[config.mk]
export PLATFORM = sky130hd
export DESIGN_NAME = reg_file_sb_flat
export DESIGN_NICKNAME = d
export VERILOG_FILES = /design/src/rtl/reg_file_sb_if.sv /design/src/rtl/reg_file_sb.sv /design/src/flat_wrapper.sv
export SDC_FILE = /design/constraint.sdc
export NUM_CORES = 1
export LEC_CHECK = 0
export CAP_MARGIN = 30
export CELL_PAD_IN_SITES_DETAIL_PLACEMENT = 1
export CELL_PAD_IN_SITES_GLOBAL_PLACEMENT = 2
export CORE_ASPECT_RATIO = 0.6
export CORE_MARGIN = 2
export CORE_UTILIZATION = 39
export DETAILED_ROUTE_END_ITERATION = 10
export GPL_TIMING_DRIVEN = 0
export PLACE_DENSITY = 0.82
export SETUP_SLACK_MARGIN = 0.2
export SKIP_CTS_REPAIR_TIMING = 1
export SKIP_LAST_GASP = 1
export SLEW_MARGIN = 25
export SYNTH_ARGS = -nofsm -noshare
export SYNTH_HDL_FRONTEND = slang
export SYNTH_SLANG_ARGS = --single-unit
export TNS_END_PERCENT = 30
[constraint.sdc]
create_clock -name clock -period 3.7 [get_ports clock]
set_clock_uncertainty 0.1 [all_clocks]
set_input_delay 0.74 -clock clock [delete_from_list [all_inputs] [get_ports clock]]
set_output_delay 0.74 -clock clock [all_outputs]
set_load 0.03 [all_outputs]
[src/rtl/reg_file_sb_if.sv]
`default_nettype none
// ============================================================================
//  Module      : reg_file_sb_if
//  Description : Read, write, issue and status signals of the scoreboarded
//                register file. The register file is the slave; the
//                issue/writeback logic driving it is the master.
//  Revision    : 1.0 - initial release
// ============================================================================
interface reg_file_sb_if #(
    parameter int DATA_W = 16,
    parameter int ADDR_W = 4
);
    logic [ADDR_W-1:0] r1_addr;
    logic [ADDR_W-1:0] r2_addr;
    logic [DATA_W-1:0] r1_data;
    logic [DATA_W-1:0] r2_data;
    logic              r1_busy;
    logic              r2_busy;
    logic              we0;
    logic [ADDR_W-1:0] w0_addr;
    logic [DATA_W-1:0] w0_data;
    logic              we1;
    logic [ADDR_W-1:0] w1_addr;
    logic [DATA_W-1:0] w1_data;
    logic              iss_valid;
    logic [ADDR_W-1:0] iss_addr;
    logic              wr_conflict;

    modport master (
        output r1_addr, r2_addr, we0, w0_addr, w0_data,
               we1, w1_addr, w1_data, iss_valid, iss_addr,
        input  r1_data, r2_data, r1_busy, r2_busy, wr_conflict
    );

    modport slave (
        input  r1_addr, r2_addr, we0, w0_addr, w0_data,
               we1, w1_addr, w1_data, iss_valid, iss_addr,
        output r1_data, r2_data, r1_busy, r2_busy, wr_conflict
    );
endinterface
`default_nettype wire

[src/rtl/reg_file_sb.sv]
`default_nettype none
// ============================================================================
//  Module      : reg_file_sb
//  Description : Two-write, two-read register file with optional same-cycle
//                write-to-read bypass and a per-register busy scoreboard for
//                in-order issue with multi-cycle producers.
//  Revision    : 1.0 - initial release
// ============================================================================
module reg_file_sb #(
    parameter int DATA_W   = 16,
    parameter int REG_N    = 16,
    parameter int ADDR_W   = 4,
    parameter int BYPASS   = 1,
    parameter int ZERO_REG = 1
) (
    input  logic         clock,
    input  logic         n_rst,
    reg_file_sb_if.slave bus
);

    localparam logic [ADDR_W-1:0] c_zero_addr = '0;

    logic [DATA_W-1:0] r_regs [REG_N];
    logic [REG_N-1:0]  r_busy;
    logic              r_wr_conflict;

    logic              w_w0_eff;
    logic              w_w1_eff;
    logic              w_r1_hit0;
    logic              w_r1_hit1;
    logic              w_r2_hit0;
    logic              w_r2_hit1;
    logic [DATA_W-1:0] w_r1_data;
    logic [DATA_W-1:0] w_r2_data;
    logic              w_r1_busy;
    logic              w_r2_busy;

    // A write is effective unless it targets the hard-wired zero register.
    assign w_w0_eff = bus.we0 && !((ZERO_REG != 0) && (bus.w0_addr == c_zero_addr));
    assign w_w1_eff = bus.we1 && !((ZERO_REG != 0) && (bus.w1_addr == c_zero_addr));

    assign w_r1_hit0 = w_w0_eff && (bus.w0_addr == bus.r1_addr);
    assign w_r1_hit1 = w_w1_eff && (bus.w1_addr == bus.r1_addr);
    assign w_r2_hit0 = w_w0_eff && (bus.w0_addr == bus.r2_addr);
    assign w_r2_hit1 = w_w1_eff && (bus.w1_addr == bus.r2_addr);

    // Register storage: W0 wins over W1 when both target the same register.
    always_ff @(posedge clock or negedge n_rst) begin
        if (!n_rst) begin
            for (int k = 0; k < REG_N; k++) begin
                r_regs[k] <= '0;
            end
        end else begin
            for (int k = 0; k < REG_N; k++) begin
                if (w_w0_eff && (bus.w0_addr == ADDR_W'(k))) begin
                    r_regs[k] <= bus.w0_data;
                end else if (w_w1_eff && (bus.w1_addr == ADDR_W'(k))) begin
                    r_regs[k] <= bus.w1_data;
                end
            end
        end
    end

    // Scoreboard: a new issue takes precedence over a retiring write.
    always_ff @(posedge clock or negedge n_rst) begin
        if (!n_rst) begin
            r_busy <= '0;
        end else begin
            for (int k = 0; k < REG_N; k++) begin
                if (bus.iss_valid && (bus.iss_addr == ADDR_W'(k)) &&
                    !((ZERO_REG != 0) && (k == 0))) begin
                    r_busy[k] <= 1'b1;
                end else if ((w_w0_eff && (bus.w0_addr == ADDR_W'(k))) ||
                             (w_w1_eff && (bus.w1_addr == ADDR_W'(k)))) begin
                    r_busy[k] <= 1'b0;
                end
            end
        end
    end

    // Flag that W1 data was dropped because W0 wrote the same register.
    always_ff @(posedge clock or negedge n_rst) begin
        if (!n_rst) begin
            r_wr_conflict <= 1'b0;
        end else begin
            r_wr_conflict <= w_w0_eff && w_w1_eff && (bus.w0_addr == bus.w1_addr);
        end
    end

    // Read port 1: stored value, optionally overridden by same-cycle writes.
    always_comb begin
        w_r1_data = r_regs[bus.r1_addr];
        w_r1_busy = r_busy[bus.r1_addr];
        if (BYPASS != 0) begin
            if (w_r1_hit0) begin
                w_r1_data = bus.w0_data;
            end else if (w_r1_hit1) begin
                w_r1_data = bus.w1_data;
            end
            w_r1_busy = r_busy[bus.r1_addr] && !(w_r1_hit0 || w_r1_hit1);
        end
        if ((ZERO_REG != 0) && (bus.r1_addr == c_zero_addr)) begin
            w_r1_data = '0;
            w_r1_busy = 1'b0;
        end
    end

    // Read port 2: same behaviour as read port 1.
    always_comb begin
        w_r2_data = r_regs[bus.r2_addr];
        w_r2_busy = r_busy[bus.r2_addr];
        if (BYPASS != 0) begin
            if (w_r2_hit0) begin
                w_r2_data = bus.w0_data;
            end else if (w_r2_hit1) begin
                w_r2_data = bus.w1_data;
            end
            w_r2_busy = r_busy[bus.r2_addr] && !(w_r2_hit0 || w_r2_hit1);
        end
        if ((ZERO_REG != 0) && (bus.r2_addr == c_zero_addr)) begin
            w_r2_data = '0;
            w_r2_busy = 1'b0;
        end
    end

    assign bus.r1_data     = w_r1_data;
    assign bus.r2_data     = w_r2_data;
    assign bus.r1_busy     = w_r1_busy;
    assign bus.r2_busy     = w_r2_busy;
    assign bus.wr_conflict = r_wr_conflict;

endmodule
`default_nettype wire

[src/flat_wrapper.sv]
// flat-port wrapper written by rule: the top's interface ports become plain ports
module reg_file_sb_flat 
#(
    parameter int DATA_W   = 16,
    parameter int REG_N    = 16,
    parameter int ADDR_W   = 4,
    parameter int BYPASS   = 1,
    parameter int ZERO_REG = 1
)
  (clock, n_rst, bus_r1_addr, bus_r2_addr, bus_we0, bus_w0_addr, bus_w0_data, bus_we1, bus_w1_addr, bus_w1_data, bus_iss_valid, bus_iss_addr, bus_r1_data, bus_r2_data, bus_r1_busy, bus_r2_busy, bus_wr_conflict);
  reg_file_sb_if #(.DATA_W(DATA_W), .ADDR_W(ADDR_W)) bus_i ();
  input  logic clock;
  input  logic n_rst;
  input wire logic [$bits(bus_i.r1_addr)-1:0] bus_r1_addr;
  input wire logic [$bits(bus_i.r2_addr)-1:0] bus_r2_addr;
  input wire logic [$bits(bus_i.we0)-1:0] bus_we0;
  input wire logic [$bits(bus_i.w0_addr)-1:0] bus_w0_addr;
  input wire logic [$bits(bus_i.w0_data)-1:0] bus_w0_data;
  input wire logic [$bits(bus_i.we1)-1:0] bus_we1;
  input wire logic [$bits(bus_i.w1_addr)-1:0] bus_w1_addr;
  input wire logic [$bits(bus_i.w1_data)-1:0] bus_w1_data;
  input wire logic [$bits(bus_i.iss_valid)-1:0] bus_iss_valid;
  input wire logic [$bits(bus_i.iss_addr)-1:0] bus_iss_addr;
  output wire logic [$bits(bus_i.r1_data)-1:0] bus_r1_data;
  output wire logic [$bits(bus_i.r2_data)-1:0] bus_r2_data;
  output wire logic [$bits(bus_i.r1_busy)-1:0] bus_r1_busy;
  output wire logic [$bits(bus_i.r2_busy)-1:0] bus_r2_busy;
  output wire logic [$bits(bus_i.wr_conflict)-1:0] bus_wr_conflict;
  assign bus_i.r1_addr = bus_r1_addr;
  assign bus_i.r2_addr = bus_r2_addr;
  assign bus_i.we0 = bus_we0;
  assign bus_i.w0_addr = bus_w0_addr;
  assign bus_i.w0_data = bus_w0_data;
  assign bus_i.we1 = bus_we1;
  assign bus_i.w1_addr = bus_w1_addr;
  assign bus_i.w1_data = bus_w1_data;
  assign bus_i.iss_valid = bus_iss_valid;
  assign bus_i.iss_addr = bus_iss_addr;
  assign bus_r1_data = bus_i.r1_data;
  assign bus_r2_data = bus_i.r2_data;
  assign bus_r1_busy = bus_i.r1_busy;
  assign bus_r2_busy = bus_i.r2_busy;
  assign bus_wr_conflict = bus_i.wr_conflict;
  reg_file_sb #(.DATA_W(DATA_W), .REG_N(REG_N), .ADDR_W(ADDR_W), .BYPASS(BYPASS), .ZERO_REG(ZERO_REG)) u_core (.clock(clock), .n_rst(n_rst), .bus(bus_i));
endmodule
* Yosys cells after proc, flatten, opt, wreduce, memory -nomap -nowiden
Cells that the tools add are included.
Storage, ports and cells: register bits 272, output and inout bits 35
Cells by class: order comparisons 4, bitwise logic cells 2, mux-type cells 80, eq/ne operators 50, reductions and logical operators 113
Operators by type and width (number):
- $mux 16 | 42
- $bmux 16 s4 | 2
- $eq 4x4->1 const B | 24
- $reduce_bool 2->1 | 31
- $logic_and 1x1->1 | 57
- $eq 4x3->1 const B | 12
- $mux 1 | 34
- $eq 4x2->1 const B | 6
- $eq 4x4->1 | 5
- $logic_or 1x1->1 | 17
- $logic_not 4->1 | 4
- $eq 4x1->1 const B | 3
- $ge 5x5->1 const B | 2
- $lt 4x5->1 const B | 2
- $not 4->5 | 2
- $bmux 1 s4 | 2
- $logic_not 1->1 | 4

* Logic depth before layout (Yosys ltp)
Gate-level depths: netlist of the first run.
word-level depth 8, depth in mapped cells 8

* Worst setup path before layout of the first run
No wires, ideal clock.
path kind input to output, start point input port bus_r2_addr[3], end point output port bus_r2_data[10], stages 8, data arrival time 3.582 ns, path slack -0.722 ns, cells stage by stage clkbuf_1 > xnor2_1 > nand4_1 > or2_1 > buf_2 > nor3b_2 > clkbuf_1 > a2111oi_0
On the way: longest elaborated chain between the ends 7, elaborated cells on any way between the ends 12, those cells by class eq/ne (2); mux (6); bitwise (1); reduce/logical (3)
RTL lines:
- start, declared | line flat_wrapper.sv:15 | input wire logic [$bits(bus_i.r2_addr)-1:0] bus_r2_addr;
- $not 4->5 (not written as such) | line reg_file_sb.sv:110 | w_r2_data = r_regs[bus.r2_addr];
- $bmux 16 s4 | line reg_file_sb.sv:110
- $mux 16 (not written as such) (2 in series) | line reg_file_sb.sv:110
- $mux 16 | line reg_file_sb.sv:115 | end else if (w_r2_hit1) begin
- $mux 16 | line reg_file_sb.sv:113 | if (w_r2_hit0) begin
- $mux 16 * | line reg_file_sb.sv:120 | if ((ZERO_REG != 0) && (bus.r2_addr == c_zero_addr)) begin
- end, declared | line flat_wrapper.sv:25 | output wire logic [$bits(bus_i.r2_data)-1:0] bus_r2_data;
Mark *: on every way between the ends. The rest lies on a longest branch, timed or not. The select of a mux whose other input is x is not followed.

* Worst setup path after layout of the first run
start point input port bus_w0_addr[3], end point output port bus_r1_data[0]
On the way: longest elaborated chain between the ends 6, elaborated cells on any way between the ends 7, those cells by class eq/ne (1); mux (2); reduce/logical (4)
RTL lines:
- start, declared | line flat_wrapper.sv:17 | input wire logic [$bits(bus_i.w0_addr)-1:0] bus_w0_addr;
- $logic_not 4->1 | line reg_file_sb.sv:39 | assign w_w0_eff = bus.we0 && !((ZERO_REG != 0) && (bus.w0_addr == c_zero_addr));
- $logic_not 1->1 | line reg_file_sb.sv:39
- $logic_and 1x1->1 | line reg_file_sb.sv:39
- $logic_and 1x1->1 * | line reg_file_sb.sv:42 | assign w_r1_hit0 = w_w0_eff && (bus.w0_addr == bus.r1_addr);
- $mux 16 * | line reg_file_sb.sv:95 | if (w_r1_hit0) begin
- $mux 16 * | line reg_file_sb.sv:102 | if ((ZERO_REG != 0) && (bus.r1_addr == c_zero_addr)) begin
- end, declared | line flat_wrapper.sv:24 | output wire logic [$bits(bus_i.r1_data)-1:0] bus_r1_data;
Mark *: on every way between the ends. The rest lies on a longest branch, timed or not.

==> flow_summary_export.csv, run 1 <==
group,metric,value,unit
cts,clk_latency,0.61,ns
synth,ys_seq_area_frac,0.385,
floorplan,core_area,44800,sq um
sta,layout_min_cycle_time,3.82,ns
critical_path,cpPeakStageDelay,0.46,ns
cells_and_area,seq_area,6810,sq um
synth,synth_seq_cells,272,
sta,holdWs,-0.0195,ns
synth,yosys_most_used_dff,"dfrtp_1",
synth,avgSynthCellArea,9.48,sq um
place,place_ws,-1.82,ns
critical_path,crit_arrival,2.98,ns
synth,synth_xor_area_frac,0.00990,
outcome,status,"finished, violations left",
synth,synth-edff-count,0,
sta,fmax,262,MHz
outcome,violations,"negative hold slack, negative setup slack",
detailed_routing,ant_nets,0,
synth,muxShareOfSynthArea,0.283,
sta,hold_viol_final,10,
critical_path,required,2.86,ns
cells_and_area,fin_nets,2070,
global_routing,overflow,0,
cts,cts_max_path_buffers,3,
cts,clk_pin_slew_worst_paths,0.07,ns
synth,yosysUniqueCellTypes,41,
global_routing,antenna_found_initial,2,
synth,syn_area,17700,sq um
synth,synth_area_leaders,"dfrtp_1, mux4_2, mux2i_1",
cts,numCtsBuffers,30,
cts,cts_sinks,272,
global_routing,grt_pass1_vias,16900,
power_and_ir_drop,max-vdd-ir-drop,378,uV
critical_path,start_kind,"primary input",
synth,ys.warnings.count,0,
global_routing,grt_max_degree,79,
sta,setup_tns,-1.17,ns
sta,slew_headroom,0.251,
synth,synth-compound-area-share,0.143,
synth,synth_fa_ha_area_frac,0,
detailed_routing,via_per_inst,6.52,
floorplan,dieWidth,279,um
detailed_routing,dr.pass1.iters,6,
cells_and_area,drive_gt1_frac,0.222,
sta,final_max_slew_viol_count,0,
critical_path,criticalPathCategory,"in2out",
global_routing,busiest_layer,"met1",
place,placed_area,19400,sq um
global_routing,gr-usage-met3,0.0698,
cells_and_area,utilization,0.480,
floorplan,ios,92,
critical_path,ff2ff_setup_slack,2.75,ns
floorplan,start_util,0.395,
sta,layout_setup_ws,-0.116,ns
synth,synthTopCellsByCount,"nor2_1, dfrtp_1, a21oi_1",
floorplan,placementRows,60,
power_and_ir_drop,p_leak,0.00828,uW
floorplan,die_h,169,um
power_and_ir_drop,p_per_area,505,nW/um^2
place,io_buffers,67,
critical_path,slowest_stage,"a2111oi_2",
global_routing,met2_usage,0.506,
cts,root_buffer,"clkbuf_16",
detailed_routing,routed-via-count,17100,
synth,async_flop_share,1.00,
job,drv_cap,0,
sta,setup_viol,24,
detailed_routing,wl_per_cell,31.8,um
global_routing,grt_pass1_wl,117000,um
detailed_routing,routed_wl,83400,um
cells_and_area,fillers,4944,
cts,cts_tree,"yes",
cells_and_area,multiInputGateArea,10500,sq um
sta,rsz0062_at_grt,"true",
synth,synth_top_cell_area_share,0.385,
synth,syn-num-nets,1924,
floorplan,dieArea,47200,sq um
global_routing,grt_use_total,0.343,
sta,fin_crit_sh,1.03,
synth,synth_top_family_by_area,"multiplexers",
critical_path,crit_fanout,7,
critical_path,end_kind,"output pin",
synth,syn-instance-count,1867,
detailed_routing,drt-initial-drc-count,2020,
global_routing,met1_usage,0.513,
critical_path,path_cells,"buf_6, xor2_1, or3_4, or2_1, buf_6, nor3b_4, buf_12, buf_4, a2111oi_2, buf_4",
cells_and_area,area_delta_synth_final,21.5,%
detailed_routing,drc,0,
place,dpl.hpwl,61200,um
place,globalplace.congestion,0.940,
sta,tightest_slew,1.11,ns
synth,yosysMostFrequentCell,"nor2_1",
synth,synthSimpleGateAreaFrac,0.125,
cells_and_area,fin_area,21500,sq um
cts,h-tree-depth,1,
min_path,hold_path_class,"in2async",
synth,synth_top_area_cell,"dfrtp_1",
[per-stage QoR]
| step | total power (uW) | cells |
|---|---|---|
| 3_3_place_gp | 7220 | 2523 |
| 5_1_grt | 11300 | 2622 |
| 4_1_cts | 10600 | 2580 |
| 2_1_floorplan | 6210 | 1867 |
| 6_report | 10900 | 2623 |
| 3_5_place_dp | 7410 | 2528 |
[logic make-up after synthesis]
logic type,after synthesis
DFF,272
xor gates and xnor gates,20
and+or+nand+nor,534
buffers and inverters,236
AOI/OAI and AO/OA,443
muxes,362
[worst max-delay path: cells and delay by family]
| kind | cells | cell delay, ns |
|---|---|---|
| buf+inv | 5 | 0.81 |
| compound gates | 1 | 0.46 |
| simple gates | 3 | 0.79 |
| xor+xnor | 1 | 0.16 |
[area by class of cell]
type | instances | share of cell area
antenna | 1 | 0.000116
buffer | 212 | 0.0561
clock buffer | 40 | 0.0390
clock inverter | 12 | 0.00797
inverter | 24 | 0.00419
multi-input combinational | 1359 | 0.489
sequential | 272 | 0.316
tap | 589 | 0.0343
timing repair buffer | 114 | 0.0527
[per-layer routing]
| metal | vias to the layer above | routed length [um] |
|---|---|---|
| met1 | 8941 | 37200 |
| met2 | 1030 | 35300 |
| li1 | 6969 | - |
| met3 | 161 | 8450 |
| met4 | 6 | 2380 |
| met5 | - | 105 |
[where the power goes]
part,internal [uW],switching (uW),total (uW)
sequential,3670,603,4270
combinational,1560,1790,3340
clock,1860,1400,3260
total,7080,3790,10900
[cells in the final DEF, fill, tap and decap left out, types with 23 or more instances in the layout]
cell,count
dfrtp_1,272
nor2_1,356
o22ai_1,39
o21ai_0,104
inv_1,24
a2111oi_4,23
mux2i_1,190
a21oi_1,253
clkbuf_1,136
nand2_1,89
mux2_2,66
clkbuf_16,31
mux4_2,104
buf_4,65
[final timing paths]
check,start,end,cells after the start
max reg2reg,u_core.r_regs[121],u_core.r_regs[121],2
max in group asynchronous,n_rst,u_core.r_regs[169],4
min reg2reg,u_core.r_regs[253],u_core.r_regs[253],1
min in group clock,u_core.r_regs[253],u_core.r_regs[253],1
max,bus_w0_addr[3],bus_r1_data[0],10
min,n_rst,u_core.r_regs[81],1
[registers in the layout, indices dropped and copies added, names as in the netlist]
signal and count:
u_core.r_busy 15, u_core.bus.wr_conflict 1, u_core.r_regs 256
No activity file was read; power rests on OpenSTA's default activity.
==> run 2, diff against run 1 <==
--- a/config.mk
+++ b/config.mk
@@ -5,15 +5,17 @@
 export SDC_FILE = /design/constraint.sdc
 export NUM_CORES = 1
 export LEC_CHECK = 0
+export ABC_AREA = 1
 export CAP_MARGIN = 30
 export CELL_PAD_IN_SITES_DETAIL_PLACEMENT = 1
 export CELL_PAD_IN_SITES_GLOBAL_PLACEMENT = 2
 export CORE_ASPECT_RATIO = 0.6
 export CORE_MARGIN = 2
-export CORE_UTILIZATION = 39
+export CORE_UTILIZATION = 35
 export DETAILED_ROUTE_END_ITERATION = 10
 export GPL_TIMING_DRIVEN = 0
-export PLACE_DENSITY = 0.82
+export PLACE_DENSITY = 0.84
+export RECOVER_POWER = 50
 export SETUP_SLACK_MARGIN = 0.2
 export SKIP_CTS_REPAIR_TIMING = 1
 export SKIP_LAST_GASP = 1
==> run 2 against run 1 <==
Sequential cell count is the same. First-iteration DRC count grew 37%. Synthesized cell count rose by 48%. Global-route usage up 4.8 points. Utilization decreased by 6.0 points. The flow finishes with violations (max-capacitance violations, max-slew violations). Critical path depth decreased by 1. Total power is 0.47% lower. Area after synthesis increased by 4.3%. Design area rose by 2.1%. Wire length is 31% higher.
==> flow_summary_export.csv, run 2 <==
group,metric,value,unit
sta,layout_setup_ws,0.152,ns
cts,cts_tree,"yes",
global_routing,grt_pass1_wl,155000,um
cts,numCtsBuffers,34,
place,io_buffers,73,
detailed_routing,dr.pass1.iters,6,
job,drv_cap,1,
cts,root_buffer,"clkbuf_16",
global_routing,grt_max_degree,81,
place,dpl.hpwl,86300,um
floorplan,ios,92,
detailed_routing,routed-via-count,22500,
cells_and_area,drive_gt1_frac,0.115,
min_path,hold_path_class,"reg2reg",
detailed_routing,ant_nets,0,
cells_and_area,multiInputGateArea,9890,sq um
detailed_routing,routed_wl,109000,um
global_routing,grt_pass1_vias,22300,
critical_path,reg2reg_depth,2,
power_and_ir_drop,max-vdd-ir-drop,331,uV
synth,synth-edff-count,0,
synth,yosysUniqueCellTypes,36,
critical_path,start_kind,"primary input",
sta,slew_headroom,-0.426,
floorplan,dieArea,54600,sq um
sta,hold_viol_final,0,
power_and_ir_drop,finalPower,10800,uW
synth,syn-num-nets,2822,
cells_and_area,final_cell_mix,"nand2_1, nand3_1, dfrtp_1",
global_routing,overflow,0,
floorplan,core_area,52300,sq um
outcome,status,"finished, violations left",
cells_and_area,final_common_cell,"nand2_1",
critical_path,crit_path_start,"bus_r1_addr[0]",
detailed_routing,drt-initial-drc-count,2772,
critical_path,crit_arrival,2.71,ns
synth,synthTopCellsByCount,"nand2_1, nand3_1, dfrtp_1",
place,place_ws,-1.41,ns
synth,syn-instance-count,2765,
cts,cts_sinks,272,
cts,clk_pin_slew_worst_paths,0.06,ns
cts,h-tree-depth,2,
synth,syn_area,18500,sq um
detailed_routing,via_per_inst,6.20,
critical_path,reg2reg_to,"u_core.r_regs[12]",
min_path,holdPathStages,1,
synth,synth_top_cell_area_share,0.369,
synth,avgSynthCellArea,6.68,sq um
critical_path,ff2ff_setup_slack,2.79,ns
sta,setup_viol,0,
synth,synth_seq_cells,272,
cells_and_area,utilization,0.420,
floorplan,placementRows,65,
sta,final_max_slew_viol_count,71,
sta,fmax,282,MHz
floorplan,start_util,0.353,
sta,rsz0062_at_grt,"true",
synth,ys_seq_area_frac,0.369,
power_and_ir_drop,p_per_area,492,nW/um^2
synth,yosysMostFrequentCell,"nand2_1",
floorplan,die_h,182,um
cells_and_area,largest_reg_flops,256,
synth,ys.warnings.count,0,
sta,fin_crit_sh,0.959,
synth,synth_area_leaders,"dfrtp_1, nand2_1, nand3_1",
cells_and_area,largest_register,"u_core.r_regs",
cts,clk_latency,0.55,ns
critical_path,end_kind,"output pin",
place,place_inst,3547,
outcome,violations,"max-capacitance violations, max-slew violations",
synth,async_flop_share,1.00,
sta,layout_min_cycle_time,3.55,ns
detailed_routing,wl_per_cell,30.2,um
cells_and_area,seq_area,6810,sq um
global_routing,grt_use_total,0.392,
critical_path,criticalPathCategory,"in2out",
global_routing,antenna_found_initial,6,
critical_path,cp-endpoint,"bus_r1_data[7]",
synth,synth_top_area_cell,"dfrtp_1",
cells_and_area,area_delta_synth_final,19.1,%
place,globalplace.congestion,0.981,
floorplan,dieWidth,300,um
power_and_ir_drop,p_leak,0.0102,uW
cells_and_area,fillers,6750,
cells_and_area,stdcell_count,3623,
cells_and_area,fin_nets,2953,
synth,yosys_most_used_dff,"dfrtp_1",
detailed_routing,drc,0,
critical_path,r2r-start,"u_core.r_regs[12]",
critical_path,required,2.86,ns
critical_path,crit_fanout,10,
cts,cts_max_path_buffers,3,
sta,tightest_slew,2.14,ns
## run 2: worst min-delay path by stage
stage | start | endpoint | slack [ns]
after floorplan | u_core.r_regs[240] | u_core.r_regs[240] | 0.33
after global routing | u_core.r_regs[251] | u_core.r_regs[251] | 0.38
after CTS | n_rst | u_core.r_regs[203] | 0.09
after global placement | u_core.r_regs[244] | u_core.r_regs[244] | 0.34
final | u_core.r_regs[251] | u_core.r_regs[251] | 0.36
after detailed placement | u_core.r_regs[240] | u_core.r_regs[240] | 0.35
## run 2: critical path, stage by stage
cell and delay (ns):
dlymetal6s2s_1 0.22, inv_1 0.17, buf_8 0.21, buf_6 0.19, nand3_2 0.22, clkbuf_4 0.27, o21ai_0 0.15, a21oi_2 0.26
buf_2 0.25
## run 2: area by class of cell
type,count,share of cell area
tap,703,0.0400
inverter,248,0.0428
clock inverter,6,0.00268
timing repair buffer,95,0.0374
multi-input combinational,1999,0.450
sequential,272,0.310
antenna,2,0.000228
clock buffer,52,0.0459
buffer,246,0.0712
## run 2: power by group
group / leakage (uW) / switching (uW) / internal (uW)
logic: 0.00632 / 2210 / 1080
registers: 0.00332 / 401 / 3660
clock network: 0.000528 / 1520 / 1950
## run 2: metrics by stage
| step | cell area (sq um) | TNS (ns) | hold WS [ns] |
|---|---|---|---|
| global placement | 20100 | -3064.80 | 0.340 |
| detailed placement | 20200 | -46.72 | 0.347 |
| CTS | 21300 | -42.90 | 0.0916 |
| finish | 22000 | 0 | 0.358 |
| floorplan | 18500 | 0 | 0.329 |
| global route | 22000 | 0 | 0.385 |
## run 2: layer usage
metal | share of wire | global-route usage | vias to the layer above
met4 | 0.030 | 0.118 | 4
met5 | 0.0011 | 0 | -
met2 | 0.39 | 0.524 | 1367
met1 | 0.47 | 0.596 | 11400
met3 | 0.12 | 0.110 | 183
li1 | - | - | 9550
## run 2: cell families (layout without fill, tap and decap cells)
family	after synthesis	count (layout)	synth area share
simple gates	1388	1388	0.313
compound gates	604	604	0.207
buf+inv	494	647	0.107
flops	272	272	0.369
xor+xnor	7	7	0.00332
other cells	0	2	0
==> run 3, diff against run 2 <==
--- a/config.mk
+++ b/config.mk
@@ -5,16 +5,15 @@
 export SDC_FILE = /design/constraint.sdc
 export NUM_CORES = 1
 export LEC_CHECK = 0
-export ABC_AREA = 1
 export CAP_MARGIN = 30
 export CELL_PAD_IN_SITES_DETAIL_PLACEMENT = 1
 export CELL_PAD_IN_SITES_GLOBAL_PLACEMENT = 2
 export CORE_ASPECT_RATIO = 0.6
 export CORE_MARGIN = 2
-export CORE_UTILIZATION = 35
+export CORE_UTILIZATION = 39
 export DETAILED_ROUTE_END_ITERATION = 10
 export GPL_TIMING_DRIVEN = 0
-export PLACE_DENSITY = 0.84
+export PLACE_DENSITY = 0.82
 export RECOVER_POWER = 50
 export SETUP_SLACK_MARGIN = 0.2
 export SKIP_CTS_REPAIR_TIMING = 1
==> run 3 against run 2 <==
The flow finishes with violations (max-capacitance violations, max-slew violations, negative setup slack). Clock power is 6.1% lower. Sequential share of layout area is 0.68 points higher. Critical endpoint is now bus_r1_data[0]. Setup slack got worse by 0.27 ns. Sequential power increased by 5.2%. Maximum frequency is 7.0% lower. Global-route usage decreased by 4.8 points. Utilization grew 6.0 points. Via count fell by 24%. Non-clock buffer count is 15 lower. Largest cell class unchanged.
==> flow_summary_export.csv, run 3 (synthesis gave the netlist of run 1 again) <==
group,metric,value,unit
outcome,status,"finished, violations left",
outcome,violations,"max-capacitance violations, max-slew violations, negative setup slack",
min_path,hold_path_class,"reg2reg",
global_routing,grt_pass1_wl,117000,um
global_routing,grt_use_total,0.343,
detailed_routing,routed-via-count,17100,
floorplan,start_util,0.395,
critical_path,slowest_stage,"a2111oi_2",
detailed_routing,routed_wl,83400,um
cts,clk_latency,0.61,ns
sta,setup_viol,24,
cells_and_area,stdcell_count,2623,
sta,layout_min_cycle_time,3.82,ns
cts,cts_max_path_buffers,3,
cells_and_area,fin_area,21500,sq um
critical_path,crit_arrival,2.98,ns
sta,hold_viol_final,0,
global_routing,overflow,0,
critical_path,crit_fanout,7,
place,dpl.hpwl,61200,um
sta,final_max_slew_viol_count,61,
global_routing,grt_max_degree,79,
global_routing,grt_pass1_vias,16900,
detailed_routing,dr.pass1.iters,5,
critical_path,criticalPathCategory,"in2out",
floorplan,dieWidth,279,um
sta,slew_headroom,-0.220,
cts,clk_pin_slew_worst_paths,0.06,ns
cells_and_area,area_delta_synth_final,21.5,%
critical_path,path_cells,"buf_6, xor2_1, or3_4, or2_1, buf_6, nor3b_4, buf_12, buf_4, a2111oi_2, buf_4",
sta,rsz0062_at_grt,"true",
sta,fin_crit_sh,1.03,
sta,tightest_slew,1.83,ns
cells_and_area,fillers,4945,
critical_path,cpPeakStageDelay,0.46,ns
sta,layout_setup_ws,-0.116,ns
sta,fmax,262,MHz
power_and_ir_drop,p_per_area,505,nW/um^2
cells_and_area,largest_reg_flops,256,
place,placed_area,19400,sq um
cts,root_buffer,"clkbuf_16",
floorplan,core_area,44800,sq um
place,place_inst,2528,
detailed_routing,drt-initial-drc-count,2020,
cts,numCtsBuffers,30,
detailed_routing,ant_nets,0,
cts,h-tree-depth,1,
floorplan,die_h,169,um
power_and_ir_drop,p_leak,0.00828,uW
cells_and_area,drive_gt1_frac,0.222,
critical_path,required,2.86,ns
floorplan,ios,92,
place,io_buffers,67,
global_routing,antenna_found_initial,2,
floorplan,dieArea,47200,sq um
critical_path,start_kind,"primary input",
cts,cts_sinks,272,
cells_and_area,largest_register,"u_core.r_regs",
critical_path,end_kind,"output pin",
detailed_routing,wl_per_cell,31.8,um
detailed_routing,drc,0,
cells_and_area,fin_nets,2070,
cts,cts_tree,"yes",
cells_and_area,final_cell_mix,"nor2_1, dfrtp_1, a21oi_1",
detailed_routing,via_per_inst,6.51,
floorplan,placementRows,60,
place,globalplace.congestion,0.940,
power_and_ir_drop,max-vdd-ir-drop,378,uV
cells_and_area,final_common_cell,"nor2_1",
job,drv_cap,1,
==> run 3: cell types whose count changed in the layout (fill, tap and decap cells not counted), sizes merged, moves of 66 or more <==
cell,delta
o21ai,-168
o211ai,-126
inv,-220
nand2,-767
mux2i,+192
nand3,-381
mux4,+104
a21oi,+206
nor2,+232
o221ai,-95
mux2,+66
==> run 3: critical path: cells and delay by family <==
kind                   cells  cell delay [ns]
AO/OA/AOI/OAI              1             0.46
XOR/XNOR                   1             0.16
buffers and inverters      5             0.81
AND/OR/NAND/NOR            3             0.79
==> run 3: layout make-up <==
cell class              instances  area (sq um)  area share
flip-flops and latches        272          6810       0.317
clock buffers                  40           838      0.0390
clock inverters                12           171     0.00797
diodes                          1          2.50    0.000116
multi-input cells            1359         10500       0.490
plain buffers                 212          1210      0.0562
inverters                      24          90.1     0.00419
well taps                     589           737      0.0343
repair buffers                114          1120      0.0523
==> run 3: routing by layer <==
metal  up-vias  part of all wire  global-route usage
met3       159              0.10              0.0698
met4         4             0.029              0.0877
met5         -           0.00086                   0
met1      8918              0.45               0.513
li1       6970                 -                   -
met2      1023              0.42               0.506
==> run 3: final timing paths <==
| path | startpoint | endpoint | slack (ns) | depth (start not counted) |
|---|---|---|---|---|
| min in group asynchronous | n_rst | u_core.r_regs[81] | 0.51 | 1 |
| worst max-delay path | bus_w0_addr[3] | bus_r1_data[0] | -0.12 | 10 |
| worst min-delay path | u_core.r_regs[253] | u_core.r_regs[253] | 0.38 | 1 |
| worst max register to register | u_core.r_regs[121] | u_core.r_regs[121] | 2.75 | 2 |
| worst min register to register | u_core.r_regs[253] | u_core.r_regs[253] | 0.38 | 1 |
| max in group asynchronous | n_rst | u_core.r_regs[169] | 1.06 | 4 |
==> run 3: report_power, final <==
part	switching, uW	leakage (uW)	internal, uW
combinational	1790	0.00455	1550
clock	1400	0.000502	1860
sequential	602	0.00323	3670
==> run 3: metrics by stage <==
step | setup TNS [ns] | power [uW] | setup slack (ns) | hold slack [ns] | util
3_5_place_dp | -50.15 | 7410 | -1.82 | 0.368 | 0.432
5_1_grt | -1.91 | 11300 | -0.146 | 0.402 | 0.480
6_report | -1.15 | 10900 | -0.116 | 0.380 | 0.480
3_3_place_gp | -3035.19 | 7220 | -11.02 | 0.352 | 0.430
2_1_floorplan | -2.17 | 6210 | -0.163 | 0.341 | -
4_1_cts | -50.60 | 10600 | -1.81 | 0.00929 | 0.455
